## src/rtl/csa_seq_adder_ctrl.sv

```systemverilog
// csa_seq_adder_ctrl: adds two WIDTH-bit operands one SLICE-bit carry-skip
// slice per clock, LSB-first, behind valid/ready handshakes on both sides.
module csa_seq_adder_ctrl #(
  parameter int unsigned WIDTH = 32,
  parameter int unsigned SLICE = 8
) (
  input  logic             clk,
  input  logic             rst_n,
  input  logic             in_valid,
  output logic             in_ready,
  input  logic [WIDTH-1:0] a,
  input  logic [WIDTH-1:0] b,
  input  logic             cin,
  output logic             out_valid,
  input  logic             out_ready,
  output logic [WIDTH-1:0] sum,
  output logic             cout,
  output logic             ovf,
  output logic             busy
);

  localparam int unsigned NSLICE = WIDTH / SLICE;
  localparam int unsigned IDXW   = (NSLICE > 1) ? $clog2(NSLICE) : 1;
  localparam int unsigned NGRP   = SLICE / 4;

  typedef enum logic [1:0] {S_IDLE = 2'd0, S_RUN = 2'd1, S_DONE = 2'd2} state_e;

  state_e            state_q, state_d;
  logic [WIDTH-1:0]  a_q, a_d, b_q, b_d, sum_q, sum_d;
  logic [IDXW-1:0]   idx_q, idx_d;
  logic              carry_q, carry_d, cout_q, cout_d, ovf_q, ovf_d;

  logic [SLICE-1:0]  sl_a, sl_b, sl_sum;
  logic              sl_co, sl_cmsb, chain_c, grp_cin, rpl_c, grp_p, bx;
  logic              last_c;

  assign last_c = (idx_q == IDXW'(NSLICE - 1));

  // Carry-skip slice: 4-bit ripple groups, group carry bypassed when all bits propagate
  always_comb begin
    sl_a    = '0;
    sl_b    = '0;
    sl_sum  = '0;
    sl_cmsb = 1'b0;
    grp_cin = 1'b0;
    rpl_c   = 1'b0;
    grp_p   = 1'b0;
    bx      = 1'b0;
    for (int s = 0; s < int'(NSLICE); s++) begin
      if (idx_q == IDXW'(s)) begin
        sl_a = a_q[s*SLICE +: SLICE];
        sl_b = b_q[s*SLICE +: SLICE];
      end
    end
    chain_c = carry_q;
    for (int g = 0; g < int'(NGRP); g++) begin
      grp_cin = chain_c;
      rpl_c   = chain_c;
      grp_p   = 1'b1;
      for (int i = 0; i < 4; i++) begin
        bx = sl_a[g*4+i] ^ sl_b[g*4+i];
        if ((g*4+i) == int'(SLICE) - 1) sl_cmsb = rpl_c;
        sl_sum[g*4+i] = bx ^ rpl_c;
        grp_p = grp_p & bx;
        rpl_c = (sl_a[g*4+i] & sl_b[g*4+i]) | (bx & rpl_c);
      end
      chain_c = grp_p ? grp_cin : rpl_c;
    end
    sl_co = chain_c;
  end

  // FSM state register
  always_ff @(posedge clk) begin
    if (!rst_n) state_q <= S_IDLE;
    else        state_q <= state_d;
  end

  // FSM next-state
  always_comb begin
    state_d = state_q;
    case (state_q)
      S_IDLE:  if (in_valid)  state_d = S_RUN;
      S_RUN:   if (last_c)    state_d = S_DONE;
      S_DONE:  if (out_ready) state_d = S_IDLE;
      default: state_d = S_IDLE;
    endcase
  end

  // FSM outputs decoded from the state register
  always_comb begin
    in_ready  = 1'b0;
    out_valid = 1'b0;
    busy      = 1'b0;
    case (state_q)
      S_IDLE:  in_ready = 1'b1;
      S_RUN:   busy = 1'b1;
      S_DONE: begin
        out_valid = 1'b1;
        busy      = 1'b1;
      end
      default: in_ready = 1'b0;
    endcase
  end

  // Datapath next values: operand capture on accept, one slice per RUN cycle
  always_comb begin
    a_d     = a_q;
    b_d     = b_q;
    sum_d   = sum_q;
    idx_d   = idx_q;
    carry_d = carry_q;
    cout_d  = cout_q;
    ovf_d   = ovf_q;
    case (state_q)
      S_IDLE: begin
        if (in_valid) begin
          a_d     = a;
          b_d     = b;
          carry_d = cin;
          idx_d   = '0;
        end
      end
      S_RUN: begin
        for (int s = 0; s < int'(NSLICE); s++) begin
          if (idx_q == IDXW'(s)) sum_d[s*SLICE +: SLICE] = sl_sum;
        end
        carry_d = sl_co;
        idx_d   = idx_q + IDXW'(1);
        if (last_c) begin
          cout_d = sl_co;
          ovf_d  = sl_cmsb ^ sl_co;
        end
      end
      default: begin
        a_d = a_q;
      end
    endcase
  end

  // Datapath registers
  always_ff @(posedge clk) begin
    if (!rst_n) begin
      a_q     <= '0;
      b_q     <= '0;
      sum_q   <= '0;
      idx_q   <= '0;
      carry_q <= 1'b0;
      cout_q  <= 1'b0;
      ovf_q   <= 1'b0;
    end else begin
      a_q     <= a_d;
      b_q     <= b_d;
      sum_q   <= sum_d;
      idx_q   <= idx_d;
      carry_q <= carry_d;
      cout_q  <= cout_d;
      ovf_q   <= ovf_d;
    end
  end

  assign sum  = sum_q;
  assign cout = cout_q;
  assign ovf  = ovf_q;

endmodule
```

## config.mk

```make
export PLATFORM = sky130hd
export DESIGN_NAME = csa_seq_adder_ctrl
export DESIGN_NICKNAME = d
export VERILOG_FILES = /design/src/rtl/csa_seq_adder_ctrl.sv
export SDC_FILE = /design/constraint.sdc
export NUM_CORES = 1
export LEC_CHECK = 0
export CAP_MARGIN = 25
export CORE_MARGIN = 1
export CORE_UTILIZATION = 39
export CTS_BUF_LIST = sky130_fd_sc_hd__clkbuf_8
export DETAILED_ROUTE_END_ITERATION = 16
export GPL_TIMING_DRIVEN = 0
export HOLD_SLACK_MARGIN = 0.02
export PLACE_DENSITY = 0.74
export SETUP_SLACK_MARGIN = 0.02
export SYNTH_ARGS = -nofsm -noshare
export SYNTH_HDL_FRONTEND = slang
export SYNTH_SLANG_ARGS = --single-unit
```

## constraint.sdc

```tcl
create_clock -name clk -period 4.8 [get_ports clk]
set_input_delay 0.96 -clock clk [delete_from_list [all_inputs] [get_ports clk]]
set_output_delay 0.96 -clock clk [all_outputs]
set_load 0.01 [all_outputs]
```

# Yosys cells after proc, flatten, opt, wreduce, memory -nomap -nowiden

Cells that the tools add are included.

Add/sub/neg operators: 1
Multiply operators: 0
Div/mod/pow operators: 0
$lt $le $gt $ge: 0
Equal/unequal tests: 8
Shift operators: 0
Muxes and demuxes: 21
Bitwise operators: 47
Reduce and logical (&&, ||, !) cells: 11

Operators with widths:

| kind                                                            | count |
|---|---|
| 8-bit 2-to-1 mux                                                | 8 |
| 1-bit AND                                                       | 22 |
| 1-bit XOR                                                       | 17 |
| 2-bit AND reduction                                             | 6 |
| 2-bit 2-to-1 mux                                                | 4 |
| 1-bit bitwise OR                                                | 8 |
| 2-bit == test, second input constant                            | 3 |
| 1-bit 2-to-1 mux                                                | 6 |
| 2-bit inequality test, second input constant                    | 3 |
| 2-bit case mux with 3 select lines                              | 1 |
| 2-bit by 1-bit == test with 1-bit output, second input constant | 2 |
| 2-bit logical NOT                                               | 2 |
| 2-bit case mux with 2 select lines                              | 1 |
| 3-bit AND reduction                                             | 1 |
| 2-bit by 1-bit adder with 2-bit output, second input constant   | 1 |
| 1-bit case mux with 2 select lines                              | 1 |
| 2-bit nonzero test                                              | 1 |
| 2-bit OR reduction                                              | 1 |

Flip-flop bits (word level): 103
Latch bits: 0
RAM bits: 0
Memory bits (read-only): 0
Bits of input ports: 69
Output and inout bits: 37
Logic and storage cells: 99
Memories: 0

# Depth between registers and ports, before layout

Depth after elaboration: 25
Gate-level depth with buffers: 24
Depth with buffers taken out: 22

# Worst setup path after synthesis

Ideal clock, no wire load.

Path type: reg2reg
Start point: register idx_q[1]
End point: register carry_q
Library setup time: 101 ps
Arrival: 4763 ps
Data required time: 4699 ps
Setup slack: -64 ps
Stages on the path, launching flop included: 24
Clock period less this slack: 4864 ps
Cells stage by stage: dfxtp_1 -> inv_1 -> ha_1 -> buf_2 -> buf_2 -> nand3b_1 -> a21oi_1 -> a21oi_1 -> o21ai_0 -> fa_1 -> fa_1 -> fa_1 -> inv_1 -> fa_1 -> mux2i_2 -> inv_1 -> fa_1 -> fa_1 -> fa_1 -> inv_1 -> fa_1 -> nor2b_1 -> a211oi_1 -> o41ai_1

Longest elaborated chain between the ends: 25
Elaborated cells on any way between the ends: 53
Classes of those cells: eq/ne (3); mux (11); bitwise (38); reduce/logical (1)

RTL lines:

| item                                 | line | text |
|---|---|---|
| from (decl)                          | 30   | `logic [IDXW-1:0] idx_q, idx_d;` |
| from (signal assigned)               | 154  | `idx_q <= idx_d;` |
| 2-bit logical NOT                    | 50   | `if (idx_q == IDXW'(s)) begin` |
| 8-bit 2-to-1 mux (4 in series)       | 50   |  |
| 1-bit XOR                            | 61   | `bx = sl_a[g*4+i] ^ sl_b[g*4+i];` |
| 1-bit AND                            | 65   | `rpl_c = (sl_a[g*4+i] & sl_b[g*4+i]) \| (bx & rpl_c);` |
| 1-bit bitwise OR                     | 65   |  |
| 1-bit AND                            | 65   |  |
| 1-bit bitwise OR                     | 65   |  |
| 1-bit AND                            | 65   |  |
| [... 6 more ...]                     | n/a  |  |
| 1-bit AND                            | 65   |  |
| 1-bit bitwise OR                     | 65   |  |
| 1-bit AND                            | 65   |  |
| 1-bit bitwise OR                     | 65   |  |
| 1-bit AND                            | 65   |  |
| 1-bit bitwise OR                     | 65   |  |
| 1-bit 2-to-1 mux *                   | 67   | `chain_c = grp_p ? grp_cin : rpl_c;` |
| 1-bit case mux with 2 select lines * | 114  | `case (state_q)` |
| to (signal assigned)                 | 155  | `carry_q <= carry_d;` |
| to (decl)                            | 31   | `logic carry_q, carry_d, cout_q, cout_d, ovf_q, ovf_d;` |

Mark *: on every way between the ends. The rest lies on a longest branch, timed or not.
A chain may end at the register's enable or synchronous reset.

# Worst setup path in the final report

Start point: register idx_q[1]
End point: register ovf_q, in the netlist ovf

Longest elaborated chain between the ends: 25
Elaborated cells on any way between the ends: 54
Classes of those cells: eq/ne (3); mux (10); bitwise (39); reduce/logical (2)

RTL lines:

| item                           | line | text |
|---|---|---|
| 2-bit logical NOT              | 50   |  |
| 8-bit 2-to-1 mux (4 in series) | 50   |  |
| 1-bit XOR                      | 61   |  |
| 1-bit AND                      | 65   |  |
| 1-bit bitwise OR               | 65   |  |
| 1-bit AND                      | 65   |  |
| 1-bit bitwise OR               | 65   |  |
| 1-bit AND                      | 65   |  |
| [... 6 more ...]               | n/a  |  |
| 1-bit AND                      | 65   |  |
| 1-bit bitwise OR               | 65   |  |
| 1-bit AND                      | 65   |  |
| 1-bit bitwise OR               | 65   |  |
| 1-bit AND                      | 65   |  |
| 1-bit bitwise OR               | 65   |  |
| 1-bit 2-to-1 mux               | 67   |  |
| 1-bit XOR                      | 131  | `ovf_d = sl_cmsb ^ sl_co;` |
| to (signal assigned)           | 157  | `ovf_q <= ovf_d;` |
| to (decl)                      | 31   |  |

Several ways; a longest one is shown, not always the timed one.

==> results.toml <==
[timing]
worst_hold_slack_ps = 456
final_critical_path_setup_slack_ps = -18.7
rsz0062_at_grt = "yes"
worst-slew-pin-transition_ps = 614
slew_margin_rel_pct = 59.1
report.final.hold_viol_count = 0
slew_viol_final = 0
period_utilisation_layout_pct = 100
clock-skew-final_ps = 8.45
max_freq_mhz = 208
setup_viol_count_final = 1
tmin_final_ps = 4820

[global_route]
grt_overflow = 0
antenna_found_initial = 0
wire_length_of_the_first_global_routing_pass_um = 20900
grt_util_all_layers_pct = 21.0
largest_net_degree_at_the_start_of_global_routing = 17
first_global_vias = 4438

[cts]
numClockSinks = 103
ctsRootBufferMaster = "sky130_fd_sc_hd__clkbuf_8"
max-clock-path-buffers = 2
cts_made_buffers = 9
clkLatencyLatePin_ps = 360
cts_tree = "done"
clkSlewWorstSetupHoldPaths_ps = 100
cts.hold.buffers_added = 0
htree_levels = 3

[worst_setup_path]
path_class = "reg2reg"
worst_ep_arrival_time_ps = 5110
crit_required_ps = 5090
worst_path_largest_cell_delay_ps = 520
critPathTopFamily = "adder cells"
worst_path_max_delay_cell = "sky130_fd_sc_hd__or4b_1"
cp_common_cell = "sky130_fd_sc_hd__fa_2"
crit_path_end = "ovf$_SDFFE_PN0P_"
crit_path_cell_trace = "inv_2 -> ha_4 -> buf_8 -> buf_6 -> nand3b_1 -> a21oi_2 -> a21oi_2 -> o21ai_2 -> fa_2 -> fa_2 -> fa_1 -> inv_1 -> fa_2 -> mux2i_4 -> inv_1 -> fa_2 -> fa_2 -> fa_2 -> buf_4 -> buf_4 -> or4b_1 -> a31oi_1"
worst_r2r_startpoint = "idx_q[1]$_SDFFE_PN0P_"
worst_setup_path_end_kind = "flip-flop"
worst-r2r-cell-count = 22
cp-start-kind = "flip-flop"
r2r_slack_ps = -20
rr_endpoint = "ovf$_SDFFE_PN0P_"
worstSetupStartpoint = "idx_q[1]$_SDFFE_PN0P_"
path_max_fanout = 10
crit_cells = 22
crit_buf_inv = 7

[floorplan]
fp.dieArea_mm2 = 0.0123
initial_utilization_pct = 40.3
placeableCoreArea_mm2 = 0.0115
row_count = 39
die_outline_width_um = 111
io_pins = 106
die_y_um = 111

[final_layout]
sequential_cell_area_mm2 = 0.00207
fraction_of_layout_instances_using_a_drive_strength_above_1_pct = 10.0
fill_cells = 1014
diodes = 0
fin_util_pct = 55.2
syn_to_final_growth_pct = 36.8
post_layout_cell_count = 862
nets = 806
area_taken_by_multi_input_logic_gates_mm2 = 0.00241

[placement]
dp_slack_ps = -674
port-buffer-count = 105
dp.cells = 835
place.gp.congestion = 0.889
dp_hpwl_um = 9960

[pwr]
static_leakage_nw = 2.40
vdd_drop_max_uv = 253
comb_power_share_pct = 38.6
cell_internal_pwr_w = 0.00186
power_switching_w = 0.00101
power.density_mw_per_mm2 = 454
power.switching_fraction_pct = 35.2
post-layout-total-power_w = 0.00288
share_clk_of_total_power_pct = 24.1
sequentialPowerShare_pct = 37.4

[status]
violations_in_the_final_reports = "negative setup slack"
run_status = "complete, but fails checks"

[yosys]
synthesis.area_mm2 = 0.00463
synth.top_cells.by_count = "183 x sky130_fd_sc_hd__nand2_1, 106 x sky130_fd_sc_hd__a21oi_1, 103 x sky130_fd_sc_hd__dfxtp_1"
synth_nets = 679
ys_warn_count = 0
leading_post_synthesis_cells_by_cell_area = "sky130_fd_sc_hd__dfxtp_1 45%, sky130_fd_sc_hd__nand2_1 15%, sky130_fd_sc_hd__a21oi_1 11%, sky130_fd_sc_hd__ha_1 4.1%, sky130_fd_sc_hd__fa_1 3.5%"
yosysMostFrequentCell = "sky130_fd_sc_hd__nand2_1"
synth_async_sr_flop_share_pct = 0
synth_largest_area_cell = "sky130_fd_sc_hd__dfxtp_1"
synth-seq-area-share_pct = 44.6
ys_types = 33
synth_cells = 587
yosysTopAreaCellShare_pct = 44.6
postSynthAreaPerCell_um2 = 7.88
synth_top_flop_cell = "sky130_fd_sc_hd__dfxtp_1"
synth_seq_cells = 103
post_synth_edffs = 0

[route]
vias = 4463
drt-initial-drc-count = 324
antenna_violating_nets_left = 0
route.detailed.drc = 0
routed_wl_um = 13000
firstDrtPassIters = 5
detailed_route_vias_per_instance = 5.18
avgRoutedWirePerCell_um = 15.1

[worst_hold_path]
hold_class = "reg2reg"

[flow_run]
number_of_max_cap_violations = 0
==> metal layers <==
metal	share of wire, %	up-vias	GRT usage (%)
met5	0	-	0
li1	-	2216	-
met4	2.6	0	7.73
met3	6.7	30	4.37
met1	43	2038	25.7
met2	48	179	36.3
==> worst register-to-register path: cells and delay by family, from the launching register on <==
family / cells / cell delay [ps]
flip-flops: 1 / 390
AND/OR/NAND/NOR: 2 / 690
buffers and inverters: 7 / 760
multiplexers: 1 / 150
AO/OA/AOI/OAI: 4 / 540
adder cells (fa/ha/maj): 8 / 2220
==> repair_timing <==
item                                   CTS  global route
endpoints found under the hold margin    0             0
resized for setup                       35            11
pin swaps                                2             8
setup endpoints to repair               11             7
buffers inserted                         5             6
==> final cells by class <==
class	instances	area share, %
multi-input cells	431	38.1
flip-flops and latches	103	32.7
repair buffers	116	17.9
plain buffers	42	3.72
well taps	143	2.83
clock inverters	7	2.16
clock buffers	9	1.96
inverters	11	0.653
==> state kept, by name (all words and copies together) (netlist names) <==
register  cells
a_q          32
b_q          32
sum          32
idx_q         2
state_q       2
carry_q       1
cout          1
ovf           1
==> metrics by stage <==
step / area [µm²] / setup TNS (ps)
final: 6330 / -18.7
after global routing: 6330 / -345
after CTS: 6260 / 0
after detailed placement: 5860 / -4670
after global placement: 5860 / -3600
after floorplan: 4630 / 0
==> power by group through the flow <==
stage	Clock, W	Combinational [W]	Sequential, W
final	0.000692	0.00111	0.00107
after global routing	0.000730	0.00121	0.00109
after CTS	0.000689	0.00107	0.00107
after detailed placement	0	0.00101	0.00109
after global placement	0	0.000982	0.00108
after floorplan	0	0.000646	0.00108
==> worst min-delay path by stage <==
stage,from,endpoint,slack (ps),depth (start not counted)
6_report,a_q[4]$_SDFFE_PN0P_,a_q[4]$_SDFFE_PN0P_,460,2
2_1_floorplan,a_q[3]$_SDFFE_PN0P_,a_q[3]$_SDFFE_PN0P_,430,2
3_5_place_dp,a_q[4]$_SDFFE_PN0P_,a_q[4]$_SDFFE_PN0P_,440,2
4_1_cts,a_q[4]$_SDFFE_PN0P_,a_q[4]$_SDFFE_PN0P_,460,2
3_3_place_gp,a_q[0]$_SDFFE_PN0P_,a_q[0]$_SDFFE_PN0P_,440,2
5_1_grt,a_q[6]$_SDFFE_PN0P_,a_q[6]$_SDFFE_PN0P_,480,2
==> cell usage in the layout, fill, tap and decap left out, types with 2 or more instances in the layout <==
cell type                         netlist  final
sky130_fd_sc_hd__ha_4                   0      2
sky130_fd_sc_hd__a221oi_1               8      8
sky130_fd_sc_hd__a21o_1                 8      8
sky130_fd_sc_hd__dfxtp_1              103    101
sky130_fd_sc_hd__inv_1                 11     10
sky130_fd_sc_hd__ha_1                  15     13
sky130_fd_sc_hd__clkbuf_2               0      3
sky130_fd_sc_hd__bufinv_16              0      4
sky130_fd_sc_hd__nor3_1                 8      8
sky130_fd_sc_hd__a21oi_2                0      2
sky130_fd_sc_hd__inv_2                  0      2
sky130_fd_sc_hd__fa_2                   0      7
sky130_fd_sc_hd__dfxtp_4                0      2
sky130_fd_sc_hd__buf_1                  2      2
sky130_fd_sc_hd__clkdlybuf4s50_1        0    105
sky130_fd_sc_hd__a211oi_1              19     18
sky130_fd_sc_hd__o21ai_2                0      2
sky130_fd_sc_hd__nand3b_1               8      8
sky130_fd_sc_hd__nor2b_1               17     16
sky130_fd_sc_hd__buf_4                  3     13
sky130_fd_sc_hd__o21ai_1                0      2
sky130_fd_sc_hd__nand3_1                2      2
sky130_fd_sc_hd__buf_2                 16     11
sky130_fd_sc_hd__nor2_1                21     21
sky130_fd_sc_hd__mux2i_1                2      2
sky130_fd_sc_hd__clkbuf_1              21     17
sky130_fd_sc_hd__a21oi_1              106    104
sky130_fd_sc_hd__nand2_1              183    183
sky130_fd_sc_hd__clkbuf_8               0      9
sky130_fd_sc_hd__and2_1                 4      4
sky130_fd_sc_hd__o21ai_0               10      6
sky130_fd_sc_hd__buf_6                  0      5
==> cell families (layout without fill, tap and decap cells) <==
family / Yosys count / after routing / synth area share [%]
buffers and inverters: 53 / 185 / 4.98
muxes: 3 / 3 / 0.730
AOI/OAI and AO/OA: 155 / 155 / 19.2
and+or+nand+nor: 250 / 250 / 23.0
DFF: 103 / 103 / 44.6
adders and majority gates: 23 / 23 / 7.52
No activity file was read; power rests on OpenSTA's default activity.
